<file path="src/rtl/fix_session_pkg.sv">
// Shared types for the multi-host FIX session tracker.
// Session states, rx status, event codes and FIX message types.
package fix_session_pkg;

   typedef enum logic [1:0] {
      ST_IDLE,
      ST_LOGON_WAIT,
      ST_ACTIVE,
      ST_TESTREQ_PEND
   } sess_state_e;

   typedef enum logic [1:0] {
      RX_OK         = 2'b00,
      RX_GAP        = 2'b01,
      RX_LOW        = 2'b10,
      RX_NOT_ACTIVE = 2'b11
   } rx_status_e;

   typedef enum logic [1:0] {
      EVT_HEARTBEAT    = 2'b00,
      EVT_TEST_REQUEST = 2'b01,
      EVT_TIMEOUT      = 2'b10
   } evt_type_e;

   typedef enum logic {
      SW_IDLE,
      SW_RUN
   } sweep_state_e;

   localparam logic [3:0] MSG_LOGON        = 4'h1;
   localparam logic [3:0] MSG_HEARTBEAT    = 4'h2;
   localparam logic [3:0] MSG_TEST_REQUEST = 4'h3;
   localparam logic [3:0] MSG_LOGOUT       = 4'h4;
   localparam logic [3:0] MSG_RESEND       = 4'h5;
   localparam logic [3:0] MSG_APP          = 4'h8;

endpackage

</file>
<file path="src/rtl/fix_session_tracker_if.sv">
// rx check, tx allocation and event handshake bundle of the tracker.
// master drives requests, slave (the tracker) answers them.
interface fix_session_tracker_if #(
   parameter int HOST_W = 2,
   parameter int SEQ_W  = 32
);
   logic              rx_valid_i;
   logic [HOST_W-1:0] rx_host_i;
   logic [3:0]        rx_type_i;
   logic [SEQ_W-1:0]  rx_seq_i;
   logic              rx_done_o;
   logic [1:0]        rx_status_o;
   logic [SEQ_W-1:0]  rx_expected_o;
   logic              tx_req_i;
   logic [HOST_W-1:0] tx_host_i;
   logic              tx_seq_valid_o;
   logic [SEQ_W-1:0]  tx_seq_o;
   logic              evt_valid_o;
   logic              evt_ready_i;
   logic [HOST_W-1:0] evt_host_o;
   logic [1:0]        evt_type_o;

   modport master (
      output rx_valid_i, rx_host_i, rx_type_i, rx_seq_i,
      output tx_req_i, tx_host_i, evt_ready_i,
      input  rx_done_o, rx_status_o, rx_expected_o,
      input  tx_seq_valid_o, tx_seq_o,
      input  evt_valid_o, evt_host_o, evt_type_o
   );

   modport slave (
      input  rx_valid_i, rx_host_i, rx_type_i, rx_seq_i,
      input  tx_req_i, tx_host_i, evt_ready_i,
      output rx_done_o, rx_status_o, rx_expected_o,
      output tx_seq_valid_o, tx_seq_o,
      output evt_valid_o, evt_host_o, evt_type_o
   );

endinterface

</file>
<file path="src/rtl/fix_session_sweep.sv">
// Tick-driven host sweep: pending tick, host pointer and event slot.
// A visit that wants to raise an event waits until the slot is free.
module fix_session_sweep
   import fix_session_pkg::*;
#(
   parameter int NUM_HOST = 4,
   parameter int HOST_W   = 2
) (
   input  logic              clk,
   input  logic              rst,
   input  logic              tick_i,
   input  logic              fire,
   input  evt_type_e         fire_type,
   input  logic              evt_ready,
   output logic              visit,
   output logic [HOST_W-1:0] ptr,
   output logic              evt_valid,
   output logic [HOST_W-1:0] evt_host,
   output evt_type_e         evt_type
);
   localparam logic [HOST_W-1:0] LAST = HOST_W'(NUM_HOST - 1);

   sweep_state_e      sw, sw_n;
   logic              tick_pend, tick_pend_n;
   logic [HOST_W-1:0] ptr_n;
   logic              slot_free;

   always_comb begin
      slot_free   = !evt_valid || evt_ready;
      visit       = (sw == SW_RUN) && (!fire || slot_free);
      sw_n        = sw;
      ptr_n       = ptr;
      tick_pend_n = tick_pend | tick_i;
      unique case (sw)
         SW_IDLE: begin
            if (tick_pend) begin
               sw_n        = SW_RUN;
               ptr_n       = '0;
               tick_pend_n = tick_i;
            end
         end
         SW_RUN: begin
            if (visit) begin
               if (ptr == LAST) sw_n = SW_IDLE;
               else ptr_n = ptr + 1'b1;
            end
         end
         default: ;
      endcase
   end

   always_ff @(posedge clk or negedge rst) begin
      if (!rst) begin
         sw        <= SW_IDLE;
         ptr       <= '0;
         tick_pend <= 1'b0;
         evt_valid <= 1'b0;
         evt_host  <= '0;
         evt_type  <= EVT_HEARTBEAT;
      end else begin
         sw        <= sw_n;
         ptr       <= ptr_n;
         tick_pend <= tick_pend_n;
         if (visit && fire) begin
            evt_valid <= 1'b1;
            evt_host  <= ptr;
            evt_type  <= fire_type;
         end else if (evt_ready) begin
            evt_valid <= 1'b0;
         end
      end
   end

endmodule

</file>
<file path="src/rtl/fix_session_tracker.sv">
// Multi-host FIX session tracker: per-host state, MsgSeqNum
// checking/allocation and idle timers feeding the event sweep.
module fix_session_tracker
   import fix_session_pkg::*;
#(
   parameter int NUM_HOST = 4,
   parameter int HOST_W   = 2,
   parameter int SEQ_W    = 32,
   parameter int TIMER_W  = 8,
   parameter int HB_INT   = 30
) (
   input  logic              clk,
   input  logic              rst,
   input  logic              tick_i,
   input  logic              connected_i,
   input  logic [HOST_W-1:0] connected_host_i,
   input  logic              disconnected_i,
   input  logic [HOST_W-1:0] disconnected_host_i,
   fix_session_tracker_if.slave bus
);
   localparam logic [TIMER_W-1:0] T_MAX = '1;
   localparam logic [TIMER_W-1:0] T_HB  = TIMER_W'(HB_INT);
   localparam logic [SEQ_W-1:0]   SEQ_1 = SEQ_W'(1);

   sess_state_e        state    [NUM_HOST];
   logic [SEQ_W-1:0]   in_seq   [NUM_HOST];
   logic [SEQ_W-1:0]   out_seq  [NUM_HOST];
   logic [TIMER_W-1:0] rx_timer [NUM_HOST];
   logic [TIMER_W-1:0] tx_timer [NUM_HOST];

   logic               rx_act, tx_act, rx_clr, tx_clr;
   logic [SEQ_W-1:0]   rx_cur, tx_cur;
   rx_status_e         rx_status;
   sess_state_e        v_state, v_next;
   logic [TIMER_W-1:0] v_rx, v_tx, v_rx_n, v_tx_n;
   logic               v_fire, visit;
   evt_type_e          v_type, evt_type;
   logic [HOST_W-1:0]  ptr;

   // Out-of-range host indices match no entry and read as IDLE.
   always_comb begin
      rx_act  = 1'b0;
      rx_cur  = '0;
      tx_act  = 1'b0;
      tx_cur  = '0;
      v_state = ST_IDLE;
      v_rx    = '0;
      v_tx    = '0;
      for (int h = 0; h < NUM_HOST; h++) begin
         if (bus.rx_host_i == HOST_W'(h)) begin
            rx_act = state[h] != ST_IDLE;
            rx_cur = in_seq[h];
         end
         if (bus.tx_host_i == HOST_W'(h)) begin
            tx_act = state[h] != ST_IDLE;
            tx_cur = out_seq[h];
         end
         if (ptr == HOST_W'(h)) begin
            v_state = state[h];
            v_rx    = rx_timer[h];
            v_tx    = tx_timer[h];
         end
      end
      if (!rx_act) rx_status = RX_NOT_ACTIVE;
      else if (bus.rx_seq_i == rx_cur) rx_status = RX_OK;
      else if (bus.rx_seq_i > rx_cur) rx_status = RX_GAP;
      else rx_status = RX_LOW;
   end

   // Visit evaluation; same-cycle rx/tx clears beat the increments.
   always_comb begin
      rx_clr = bus.rx_valid_i && rx_act && bus.rx_host_i == ptr
               && (rx_status == RX_OK || rx_status == RX_GAP);
      tx_clr = bus.tx_req_i && tx_act && bus.tx_host_i == ptr;
      v_rx_n = rx_clr ? '0 : (v_rx == T_MAX ? v_rx : v_rx + 1'b1);
      v_tx_n = tx_clr ? '0 : (v_tx == T_MAX ? v_tx : v_tx + 1'b1);
      v_fire = 1'b0;
      v_type = EVT_HEARTBEAT;
      v_next = v_state;
      unique case (v_state)
         ST_IDLE: ;
         ST_LOGON_WAIT: begin
            if (v_rx_n >= T_HB) begin
               v_fire = 1'b1;
               v_type = EVT_TIMEOUT;
               v_next = ST_IDLE;
            end
         end
         ST_ACTIVE: begin
            if (v_rx_n >= T_HB) begin
               v_fire = 1'b1;
               v_type = EVT_TEST_REQUEST;
               v_next = ST_TESTREQ_PEND;
               v_rx_n = '0;
            end else if (v_tx_n >= T_HB) begin
               v_fire = 1'b1;
               v_tx_n = '0;
            end
         end
         ST_TESTREQ_PEND: begin
            if (v_rx_n >= T_HB) begin
               v_fire = 1'b1;
               v_type = EVT_TIMEOUT;
               v_next = ST_IDLE;
            end else if (v_tx_n >= T_HB) begin
               v_fire = 1'b1;
               v_tx_n = '0;
            end
         end
         default: ;
      endcase
   end

   fix_session_sweep #(
      .NUM_HOST (NUM_HOST),
      .HOST_W   (HOST_W)
   ) u_sweep (
      .clk       (clk),
      .rst       (rst),
      .tick_i    (tick_i),
      .fire      (v_fire),
      .fire_type (v_type),
      .evt_ready (bus.evt_ready_i),
      .visit     (visit),
      .ptr       (ptr),
      .evt_valid (bus.evt_valid_o),
      .evt_host  (bus.evt_host_o),
      .evt_type  (evt_type)
   );

   assign bus.evt_type_o = evt_type;

   always_ff @(posedge clk or negedge rst) begin
      if (!rst) begin
         for (int h = 0; h < NUM_HOST; h++) begin
            state[h]    <= ST_IDLE;
            in_seq[h]   <= SEQ_1;
            out_seq[h]  <= SEQ_1;
            rx_timer[h] <= '0;
            tx_timer[h] <= '0;
         end
      end else begin
         for (int h = 0; h < NUM_HOST; h++) begin
            if (visit && ptr == HOST_W'(h) && v_state != ST_IDLE) begin
               state[h]    <= v_next;
               rx_timer[h] <= v_rx_n;
               tx_timer[h] <= v_tx_n;
            end
            if (bus.rx_valid_i && rx_act
                && bus.rx_host_i == HOST_W'(h)) begin
               if (rx_status == RX_OK) begin
                  in_seq[h]   <= in_seq[h] + 1'b1;
                  rx_timer[h] <= '0;
                  if (bus.rx_type_i == MSG_LOGOUT)
                     state[h] <= ST_IDLE;
                  else if (state[h] == ST_LOGON_WAIT
                           && bus.rx_type_i == MSG_LOGON)
                     state[h] <= ST_ACTIVE;
                  else if (state[h] == ST_TESTREQ_PEND)
                     state[h] <= ST_ACTIVE;
               end else if (rx_status == RX_GAP) begin
                  rx_timer[h] <= '0;
               end
            end
            if (bus.tx_req_i && tx_act
                && bus.tx_host_i == HOST_W'(h)) begin
               out_seq[h]  <= out_seq[h] + 1'b1;
               tx_timer[h] <= '0;
            end
            if (connected_i && connected_host_i == HOST_W'(h)) begin
               state[h]    <= ST_LOGON_WAIT;
               in_seq[h]   <= SEQ_1;
               out_seq[h]  <= SEQ_1;
               rx_timer[h] <= '0;
               tx_timer[h] <= '0;
            end
            if (disconnected_i && disconnected_host_i == HOST_W'(h))
               state[h] <= ST_IDLE;
         end
      end
   end

   always_ff @(posedge clk or negedge rst) begin
      if (!rst) begin
         bus.rx_done_o      <= 1'b0;
         bus.rx_status_o    <= '0;
         bus.rx_expected_o  <= '0;
         bus.tx_seq_valid_o <= 1'b0;
         bus.tx_seq_o       <= '0;
      end else begin
         bus.rx_done_o      <= bus.rx_valid_i;
         bus.rx_status_o    <= bus.rx_valid_i ? rx_status : RX_OK;
         bus.rx_expected_o  <= bus.rx_valid_i ? rx_cur : '0;
         bus.tx_seq_valid_o <= bus.tx_req_i;
         bus.tx_seq_o       <= (bus.tx_req_i && tx_act) ? tx_cur : '0;
      end
   end

endmodule

</file>
<file path="src/flat_wrapper.sv">
// flat-port wrapper written by rule: the top's interface ports become plain ports
module fix_session_tracker_flat import fix_session_pkg::*;
#(
   parameter int NUM_HOST = 4,
   parameter int HOST_W   = 2,
   parameter int SEQ_W    = 32,
   parameter int TIMER_W  = 8,
   parameter int HB_INT   = 30
)
  (clk, rst, tick_i, connected_i, connected_host_i, disconnected_i, disconnected_host_i, bus_rx_valid_i, bus_rx_host_i, bus_rx_type_i, bus_rx_seq_i, bus_tx_req_i, bus_tx_host_i, bus_evt_ready_i, bus_rx_done_o, bus_rx_status_o, bus_rx_expected_o, bus_tx_seq_valid_o, bus_tx_seq_o, bus_evt_valid_o, bus_evt_host_o, bus_evt_type_o);
  fix_session_tracker_if #(.HOST_W(HOST_W), .SEQ_W(SEQ_W)) bus_i ();
  input  logic clk;
  input  logic rst;
  input  logic tick_i;
  input  logic connected_i;
  input  logic [HOST_W-1:0] connected_host_i;
  input  logic disconnected_i;
  input  logic [HOST_W-1:0] disconnected_host_i;
  input wire logic [$bits(bus_i.rx_valid_i)-1:0] bus_rx_valid_i;
  input wire logic [$bits(bus_i.rx_host_i)-1:0] bus_rx_host_i;
  input wire logic [$bits(bus_i.rx_type_i)-1:0] bus_rx_type_i;
  input wire logic [$bits(bus_i.rx_seq_i)-1:0] bus_rx_seq_i;
  input wire logic [$bits(bus_i.tx_req_i)-1:0] bus_tx_req_i;
  input wire logic [$bits(bus_i.tx_host_i)-1:0] bus_tx_host_i;
  input wire logic [$bits(bus_i.evt_ready_i)-1:0] bus_evt_ready_i;
  output wire logic [$bits(bus_i.rx_done_o)-1:0] bus_rx_done_o;
  output wire logic [$bits(bus_i.rx_status_o)-1:0] bus_rx_status_o;
  output wire logic [$bits(bus_i.rx_expected_o)-1:0] bus_rx_expected_o;
  output wire logic [$bits(bus_i.tx_seq_valid_o)-1:0] bus_tx_seq_valid_o;
  output wire logic [$bits(bus_i.tx_seq_o)-1:0] bus_tx_seq_o;
  output wire logic [$bits(bus_i.evt_valid_o)-1:0] bus_evt_valid_o;
  output wire logic [$bits(bus_i.evt_host_o)-1:0] bus_evt_host_o;
  output wire logic [$bits(bus_i.evt_type_o)-1:0] bus_evt_type_o;
  assign bus_i.rx_valid_i = bus_rx_valid_i;
  assign bus_i.rx_host_i = bus_rx_host_i;
  assign bus_i.rx_type_i = bus_rx_type_i;
  assign bus_i.rx_seq_i = bus_rx_seq_i;
  assign bus_i.tx_req_i = bus_tx_req_i;
  assign bus_i.tx_host_i = bus_tx_host_i;
  assign bus_i.evt_ready_i = bus_evt_ready_i;
  assign bus_rx_done_o = bus_i.rx_done_o;
  assign bus_rx_status_o = bus_i.rx_status_o;
  assign bus_rx_expected_o = bus_i.rx_expected_o;
  assign bus_tx_seq_valid_o = bus_i.tx_seq_valid_o;
  assign bus_tx_seq_o = bus_i.tx_seq_o;
  assign bus_evt_valid_o = bus_i.evt_valid_o;
  assign bus_evt_host_o = bus_i.evt_host_o;
  assign bus_evt_type_o = bus_i.evt_type_o;
  fix_session_tracker #(.NUM_HOST(NUM_HOST), .HOST_W(HOST_W), .SEQ_W(SEQ_W), .TIMER_W(TIMER_W), .HB_INT(HB_INT)) u_core (.clk(clk), .rst(rst), .tick_i(tick_i), .connected_i(connected_i), .connected_host_i(connected_host_i), .disconnected_i(disconnected_i), .disconnected_host_i(disconnected_host_i), .bus(bus_i));
endmodule
</file>
<file path="config.mk">
export PLATFORM = sky130hd
export DESIGN_NAME = fix_session_tracker_flat
export DESIGN_NICKNAME = d
export VERILOG_FILES = /design/src/rtl/fix_session_pkg.sv /design/src/rtl/fix_session_tracker_if.sv /design/src/rtl/fix_session_sweep.sv /design/src/rtl/fix_session_tracker.sv /design/src/flat_wrapper.sv
export SDC_FILE = /design/constraint.sdc
export NUM_CORES = 1
export LEC_CHECK = 0
export BUFFER_PORTS_ARGS = -buffer_cell sky130_fd_sc_hd__buf_2
export CAP_MARGIN = 40
export CORE_UTILIZATION = 45
export CTS_CLUSTER_SIZE = 16
export DETAILED_ROUTE_END_ITERATION = 16
export PLACE_DENSITY = 0.73
export SLEW_MARGIN = 20
export SYNTH_ARGS = -nofsm -noshare
export SYNTH_HDL_FRONTEND = slang
export SYNTH_SLANG_ARGS = --single-unit
</file>
<file path="constraint.sdc">
create_clock -name clk -period 5.8 [get_ports clk]
set_input_delay 0 -clock clk [delete_from_list [all_inputs] [get_ports clk]]
set_output_delay 0 -clock clk [all_outputs]
set_load 0.05 [all_outputs]
</file>
# Word level (Yosys, flattened, before mapping)

Cells that the tools add are included.

RAM bits: 0
Output and inout port bits: 73
Memories kept: 0
Bits in registers: 405
Input port bits: 52
Bits in read-only memories: 0
Logic and storage cells: 308
Latch bits: 0

Multipliers: 0
Magnitude comparators: 3
Multiplexer cells: 149
Add/subtract/negate cells: 11
Shift operators: 0
Bitwise gates (word level): 2
Reduce and logical (&&, ||, !) cells: 75
Div/mod/pow operators: 0
Equal/unequal tests: 37

Operator list:

| kind                                                | number |
|---|---|
| two-way mux 32 bit                                  | 30 |
| two-way mux 8 bit                                   | 49 |
| adder 32 x 1 -> 32 bit, second input constant       | 8 |
| two-way mux 2 bit                                   | 46 |
| nonzero test 2 bit                                  | 18 |
| logical AND 1 bit                                   | 35 |
| == test 2 bit, second input constant                | 16 |
| == test 32 bit                                      | 1 |
| greater-than comparator 32 bit                      | 1 |
| == test 2 x 1 -> 1 bit, second input constant       | 11 |
| two-way mux 1 bit                                   | 19 |
| adder 8 x 1 -> 8 bit, second input constant         | 2 |
| == test 8 bit, second input constant                | 2 |
| >= comparator 8 x 5 -> 1 bit, second input constant | 2 |
| zero test 2 bit                                     | 6 |
| case mux 2 bit (2 select lines)                     | 3 |
| nonzero test 3 bit                                  | 4 |
| AND reduction 2 bit                                 | 4 |
| != test 2 bit, second input constant                | 3 |
| == test 2 bit                                       | 2 |
| == test 4 x 1 -> 1 bit, second input constant       | 1 |
| == test 4 x 3 -> 1 bit, second input constant       | 1 |
| case mux 1 bit (2 select lines)                     | 2 |
| OR reduction 2 bit                                  | 2 |
| 6 further kinds                                     | 9 |

# Logic depth before layout (Yosys ltp)

Word-level depth: 29
Mapped depth: 19
Depth with buffers taken out: 15

# Hierarchy

A second synthesis with hierarchy kept.

Cell total of the unflattened synthesis: 2130
Area total of the unflattened synthesis: 21633.2 µm²

By module, submodules not included:

| module              | cells each | times used | area each (µm²) | seq. area each (µm²) |
|---|---|---|---|---|
| fix_session_tracker | 2096       | 1          | 21210.3         | 9919.5 |
| fix_session_sweep   | 34         | 1          | 422.9           | 225.2 |

# Least setup slack after synthesis

OpenSTA, ideal clock, no wires.

Kind: input -> register
Start point: input bus_rx_host_i[0]
End point: register u_core.u_sweep.evt_host[0]
Setup time: 0.125 ns
Setup slack: 1.384 ns
Arrival time: 4.292 ns
Required time: 5.675 ns
Stages on the path: 15
Buffers on the path: 2
Cell sequence: buf_1 > buf_1 > mux4_2 > inv_1 > ha_1 > a21oi_1 > o21ai_0 > a221o_1 > o31a_1 > a211oi_1 > nor3_1 > o41ai_1 > a21oi_1 > o21ai_2 > mux2_2

Word-level cells in the longest chain between the ends: 20
Elaborated cells between the ends (all ways): 33
Classes of those cells: 2 x order compare; 6 x eq/ne; 15 x mux; 10 x reduce/logical

Ends and longest elaborated chain:

| what                                                             | RTL line                                                                         | RTL |
|---|---|---|
| from (decl)                                                      | flat_wrapper.sv:20                                                               | `input wire logic [$bits(bus_i.rx_host_i)-1:0] bus_rx_host_i;` |
| zero test 2 bit                                                  | fix_session_tracker.sv:50                                                        | `if (bus.rx_host_i == HOST_W'(h)) begin` |
| two-way mux 32 bit (4 in series)                                 | fix_session_tracker.sv:50                                                        |  |
| greater-than comparator 32 bit                                   | fix_session_tracker.sv:66                                                        | `else if (bus.rx_seq_i > rx_cur) rx_status = RX_GAP;` |
| two-way mux 2 bit                                                | fix_session_tracker.sv:66                                                        |  |
| two-way mux 2 bit                                                | fix_session_tracker.sv:65                                                        | `else if (bus.rx_seq_i == rx_cur) rx_status = RX_OK;` |
| two-way mux 2 bit                                                | fix_session_tracker.sv:64                                                        | `if (!rx_act) rx_status = RX_NOT_ACTIVE;` |
| == test 2 x 1 -> 1 bit / zero test 2 bit (equally long branches) | fix_session_tracker.sv:73                                                        | `&& (rx_status == RX_OK \|\| rx_status == RX_GAP);` |
| logical OR 1 bit                                                 | fix_session_tracker.sv:73                                                        |  |
| logical AND 1 bit *                                              | fix_session_tracker.sv:73                                                        |  |
| two-way mux 8 bit *                                              | fix_session_tracker.sv:75                                                        | `v_rx_n = rx_clr ? '0 : (v_rx == T_MAX ? v_rx : v_rx + 1'b1);` |
| >= comparator 8 x 5 -> 1 bit *                                   | fix_session_tracker.sv:83, fix_session_tracker.sv:90, fix_session_tracker.sv:101 |  |
| two-way mux 1 bit, on equally long branches                      | fix_session_tracker.sv:101, fix_session_tracker.sv:83                            |  |
| case mux 1 bit (2 select lines) *                                | fix_session_tracker.sv:80                                                        | `unique case (v_state)` |
| zero test 1 bit                                                  | fix_session_sweep.sv:30                                                          | `visit = (sw == SW_RUN) && (!fire \|\| slot_free);` |
| logical OR 1 bit                                                 | fix_session_sweep.sv:30                                                          |  |
| logical AND 1 bit                                                | fix_session_sweep.sv:30                                                          |  |
| logical AND 1 bit *                                              | fix_session_sweep.sv:64                                                          | `if (visit && fire) begin` |
| to (signal assigned)                                             | fix_session_sweep.sv:66                                                          | `evt_host <= ptr;` |
| to (decl)                                                        | fix_session_sweep.sv:18                                                          | `output logic [HOST_W-1:0] evt_host,` |

Mark *: on every way between the ends. The rest lies on a longest branch, timed or not.
A chain may end at the register's enable or synchronous reset.

# Final worst setup path

Start point: register u_core.u_sweep.ptr[1]
End point: register u_core.state[4] (netlist name)

Word-level cells in the longest chain between the ends: 25
Elaborated cells between the ends (all ways): 57
Classes of those cells: 2 x add/sub; 2 x order compare; 10 x eq/ne; 31 x mux; 12 x reduce/logical

Ends and longest elaborated chain:

| what                                                         | RTL line                                              | RTL |
|---|---|---|
| from (decl)                                                  | fix_session_sweep.sv:16                               | `output logic [HOST_W-1:0] ptr,` |
| from (signal assigned)                                       | fix_session_sweep.sv:62                               | `ptr <= ptr_n;` |
| zero test 2 bit                                              | fix_session_tracker.sv:58                             | `if (ptr == HOST_W'(h)) begin` |
| two-way mux 8 bit (4 in series)                              | fix_session_tracker.sv:58                             |  |
| adder 8 x 1 -> 8 bit / == test 8 bit (equally long branches) | fix_session_tracker.sv:76                             | `v_tx_n = tx_clr ? '0 : (v_tx == T_MAX ? v_tx : v_tx + 1'b1);` |
| two-way mux 8 bit (2 in series)                              | fix_session_tracker.sv:76                             |  |
| >= comparator 8 x 5 -> 1 bit                                 | fix_session_tracker.sv:95, fix_session_tracker.sv:105 |  |
| two-way mux 1 bit                                            | fix_session_tracker.sv:95, fix_session_tracker.sv:105 |  |
| two-way mux 1 bit                                            | fix_session_tracker.sv:101                            | `if (v_rx_n >= T_HB) begin` |
| case mux 1 bit (2 select lines)                              | fix_session_tracker.sv:80                             |  |
| [... 5 more ...]                                             | -                                                     |  |
| two-way mux 2 bit *                                          | fix_session_tracker.sv:144                            | `if (visit && ptr == HOST_W'(h) && v_state != ST_IDLE) begin` |
| two-way mux 2 bit                                            | fix_session_tracker.sv:159                            | `else if (state[h] == ST_TESTREQ_PEND)` |
| two-way mux 2 bit                                            | fix_session_tracker.sv:156                            | `else if (state[h] == ST_LOGON_WAIT` |
| two-way mux 2 bit                                            | fix_session_tracker.sv:154                            | `if (bus.rx_type_i == MSG_LOGOUT)` |
| two-way mux 2 bit                                            | fix_session_tracker.sv:151                            | `if (rx_status == RX_OK) begin` |
| two-way mux 2 bit *                                          | fix_session_tracker.sv:149                            | `if (bus.rx_valid_i && rx_act` |
| two-way mux 2 bit *                                          | fix_session_tracker.sv:170                            | `if (connected_i && connected_host_i == HOST_W'(h)) begin` |
| two-way mux 2 bit *                                          | fix_session_tracker.sv:177                            | `if (disconnected_i && disconnected_host_i == HOST_W'(h))` |
| to (signal, indexed assignment)                              | fix_session_tracker.sv:145                            | `state[h] <= v_next;` |
| to (decl)                                                    | fix_session_tracker.sv:25                             | `sess_state_e state [NUM_HOST];` |

Marked as above.

==> out/results.ini <==
[worst_setup_path]
end_kind=register
arrival_ns=5.53
crit_required_ns=6.28
timing_worst_setup_path_type=reg2reg
path_max_fanout=17
cp-start-kind=register

[clocking]
htree_levels=2
cts.hold.buffers_added=17
post_cts_resized=0
cts_buffers=45
cts_tree=done
cts_root_buf=clkbuf_16
clk_pin_slew_worst_paths_ns=0.06
cts_num_sinks=405
clkLatencyLatePin_ns=0.60
cts_buffer_depth=3
post_cts_buffers=0

[die]
rows=80
core_mm2=0.0481
die_area_mm2=0.0501
die_x_um=224
dieHeight_um=224
ios=125
start_util_pct=46.0

[grt]
grt_pass1_vias=18000
antenna_found_initial=1
grt_max_degree=171
grt_pass1_wl_mm=97.8
grt_usage_pct=24.7
grt_overflow=0

[logic_synthesis]
synthTopCellsByCount=dfrtp_1 (397), nor2_1 (320), nand2_1 (204)
seq_area_frac_synth_pct=45.8
synthDistinctLibCells=88
yosysWarnings=0
synth_most_common_cell=dfrtp_1
synth_top_area_share_pct=44.8
syn_inst=2232
synthesis.nets=2330
synth_flop_cell=dfrtp_1
syn-cell-area_mm2=0.0222
synth_area_per_cell_um2=9.93
yosys-top-cells-area=dfrtp_1 (45%), mux4_2 (6.6%), nor2_1 (5.4%)
ys_ff_latch=405
async_flop_share_pct=100
synth_edf_count=0
synth_top_area_cell=dfrtp_1

[timing]
finalCritPeriodShare_pct=87.1
period_minus_slack_ns=5.05
finalClockSkew_ns=0.0277
maxSlewHeadroom_pct=40.2
finalHoldViolations=0
final.setup.tns_ns=0
rsz0062_at_grt=no
fmax_mhz=198
holdWs_ns=0.0505
worst_pin_slew_ns=0.898
setup_viol=0
maxSlewViolCount=0

[pwr]
power.internal_mw=6.03
p_switching_mw=3.29
powerDensity_mw_per_mm2=367
p_leak_nw=11.3
pwr-share-seq_pct=35.6
ir_drop_mv=0.279
combPwrFrac_pct=30.7
clock_power_share_pct=33.8
p_sw_share_pct=35.3

[final_layout]
layout.nets=2471
syn2layout_area_growth_pct=14.7
drive_gt1_share_pct=15.0
nFillCells=4244

[detailed_routing]
drt-initial-drc-count=1715
vias=17900
ant_nets=0
avgRoutedWirePerCell_um=19.8
wl_mm=60.6
vias_per_cell=5.82
dr.pass1.iters=5
drcViolationCount=0

[worst_hold_path]
hp-class=in2async

[job]
cap_violations=0

[place]
place_hpwl_mm=42.5
finalWeightedCongestion=0.930
io_buffers=124

[outcome]
status=complete, no violations

## flip-flops by register name, indices dropped and copies added, names as in the netlist
| name | cells |
|---|---|
| u_core.u_sweep.tick_pend | 1 |
| u_core.out_seq | 128 |
| u_core.rx_timer | 32 |
| u_core.u_sweep.evt_type | 2 |
| u_core.state | 8 |
| u_core.bus.tx_seq_valid_o | 1 |
| u_core.bus.rx_done_o | 1 |
| u_core.u_sweep.sw | 1 |
| u_core.u_sweep.evt_valid | 1 |
| u_core.bus.rx_status_o | 2 |
| u_core.tx_timer | 32 |
| u_core.u_sweep.ptr | 2 |
| u_core.bus.tx_seq_o | 32 |
| u_core.u_sweep.evt_host | 2 |
| u_core.in_seq | 128 |
| u_core.bus.rx_expected_o | 32 |
## cells by family after synthesis
family | synth area share [%]
adder cells (fa/ha/maj) | 2.60
flip-flops | 45.8
AO/OA/AOI/OAI | 8.64
AND/OR/NAND/NOR | 22.2
multiplexers | 9.98
buffers and inverters | 3.07
XOR/XNOR | 7.75
## final timing paths
path / from / to / slack (ns) / cells after the start
worst max-delay path: u_core.u_sweep.ptr[1] / u_core.state[4] / 0.75 / 15
worst min-delay path: rst / u_core.bus.rx_expected_o[3] / 0.05 / 2
worst max register to register: u_core.u_sweep.ptr[1] / u_core.state[4] / 0.75 / 15
worst min register to register: u_core.tx_timer[24] / u_core.tx_timer[24] / 0.52 / 2
max in group asynchronous: rst / u_core.out_seq[97] / 4.31 / 3
min in group clk: bus_tx_host_i[1] / u_core.out_seq[0] / 0.14 / 4
## cells in the final DEF, fill, tap and decap left out, types with 6 or more instances in the layout
cell	instances
a211oi_1	8
a21boi_0	7
a21o_1	6
a21oi_1	95
a31oi_1	8
and2_1	45
and3_1	81
and4_1	24
buf_2	123
buf_4	34
bufinv_16	7
clkbuf_16	46
clkbuf_8	11
clkinv_2	10
dfrtp_1	397
dfstp_2	8
dlygate4sd3_1	17
ha_1	46
inv_1	68
mux2i_1	69
mux4_2	65
nand2_1	204
nand2b_1	8
nand3_1	93
nand3b_1	8
nand4_1	58
nor2_1	319
nor2b_1	12
nor3_1	30
nor3b_1	8
nor4_1	13
o211ai_1	8
o21a_1	7
o21ai_0	77
o22ai_1	7
or3_1	65
xnor2_1	61
xor2_1	135
## power by group through the flow
| stage | registers [mW] | clock network [mW] | logic (mW) |
|---|---|---|---|
| CTS | 3.31 | 3.21 | 2.83 |
| floorplan | 3.36 | 0 | 2.02 |
| finish | 3.32 | 3.15 | 2.86 |
| detailed placement | 3.35 | 0 | 2.80 |
| global placement | 3.34 | 0 | 2.73 |
| global route | 3.34 | 3.31 | 3.13 |
## cell type report
class                      count  area, um^2  area share [%]
clock buffer                  62        1320            5.20
inverter                      69         259            1.02
clock inverter                21         314            1.24
timing repair buffer         183        1200            4.72
tap                          656         821            3.23
multi-input combinational   1669       11400            44.7
sequential                   405       10100            39.9
antenna                        1        2.50         0.00984
## layer usage
layer	up-vias	global-route usage [%]	wire length [um]
met5	-	0	0
met4	0	9.01	1840
met3	113	3.95	4260
met2	690	39.6	28300
met1	8866	33.8	26200
li1	8181	-	-
## critical path, stage by stage, from the launching register on
cell,delay (ns)
dfrtp_1,0.50
ha_1,0.57
inv_1,0.41
o22ai_1,0.42
nor2b_1,0.13
ha_1,0.24
and4_1,0.18
a21boi_0,0.24
a21oi_1,0.11
a2111oi_4,0.51
o22ai_4,0.23
a21oi_4,0.18
buf_4,0.33
o32ai_1,0.16
o2bb2ai_1,0.15
dlygate4sd3_1,0.57
## per-stage QoR
stage	power (mW)	instances	area, um^2	util (%)	setup WS (ns)
6_report	9.32	3066	25400	52.8	0.750
3_5_place_dp	6.15	2960	23600	48.9	1.12
3_3_place_gp	6.08	2956	23500	48.8	1.09
2_1_floorplan	5.38	2232	22200	-	1.38
5_1_grt	9.78	3066	25400	52.8	0.368
4_1_cts	9.34	3060	25400	52.7	0.832
No activity file was read; power rests on OpenSTA's default activity.
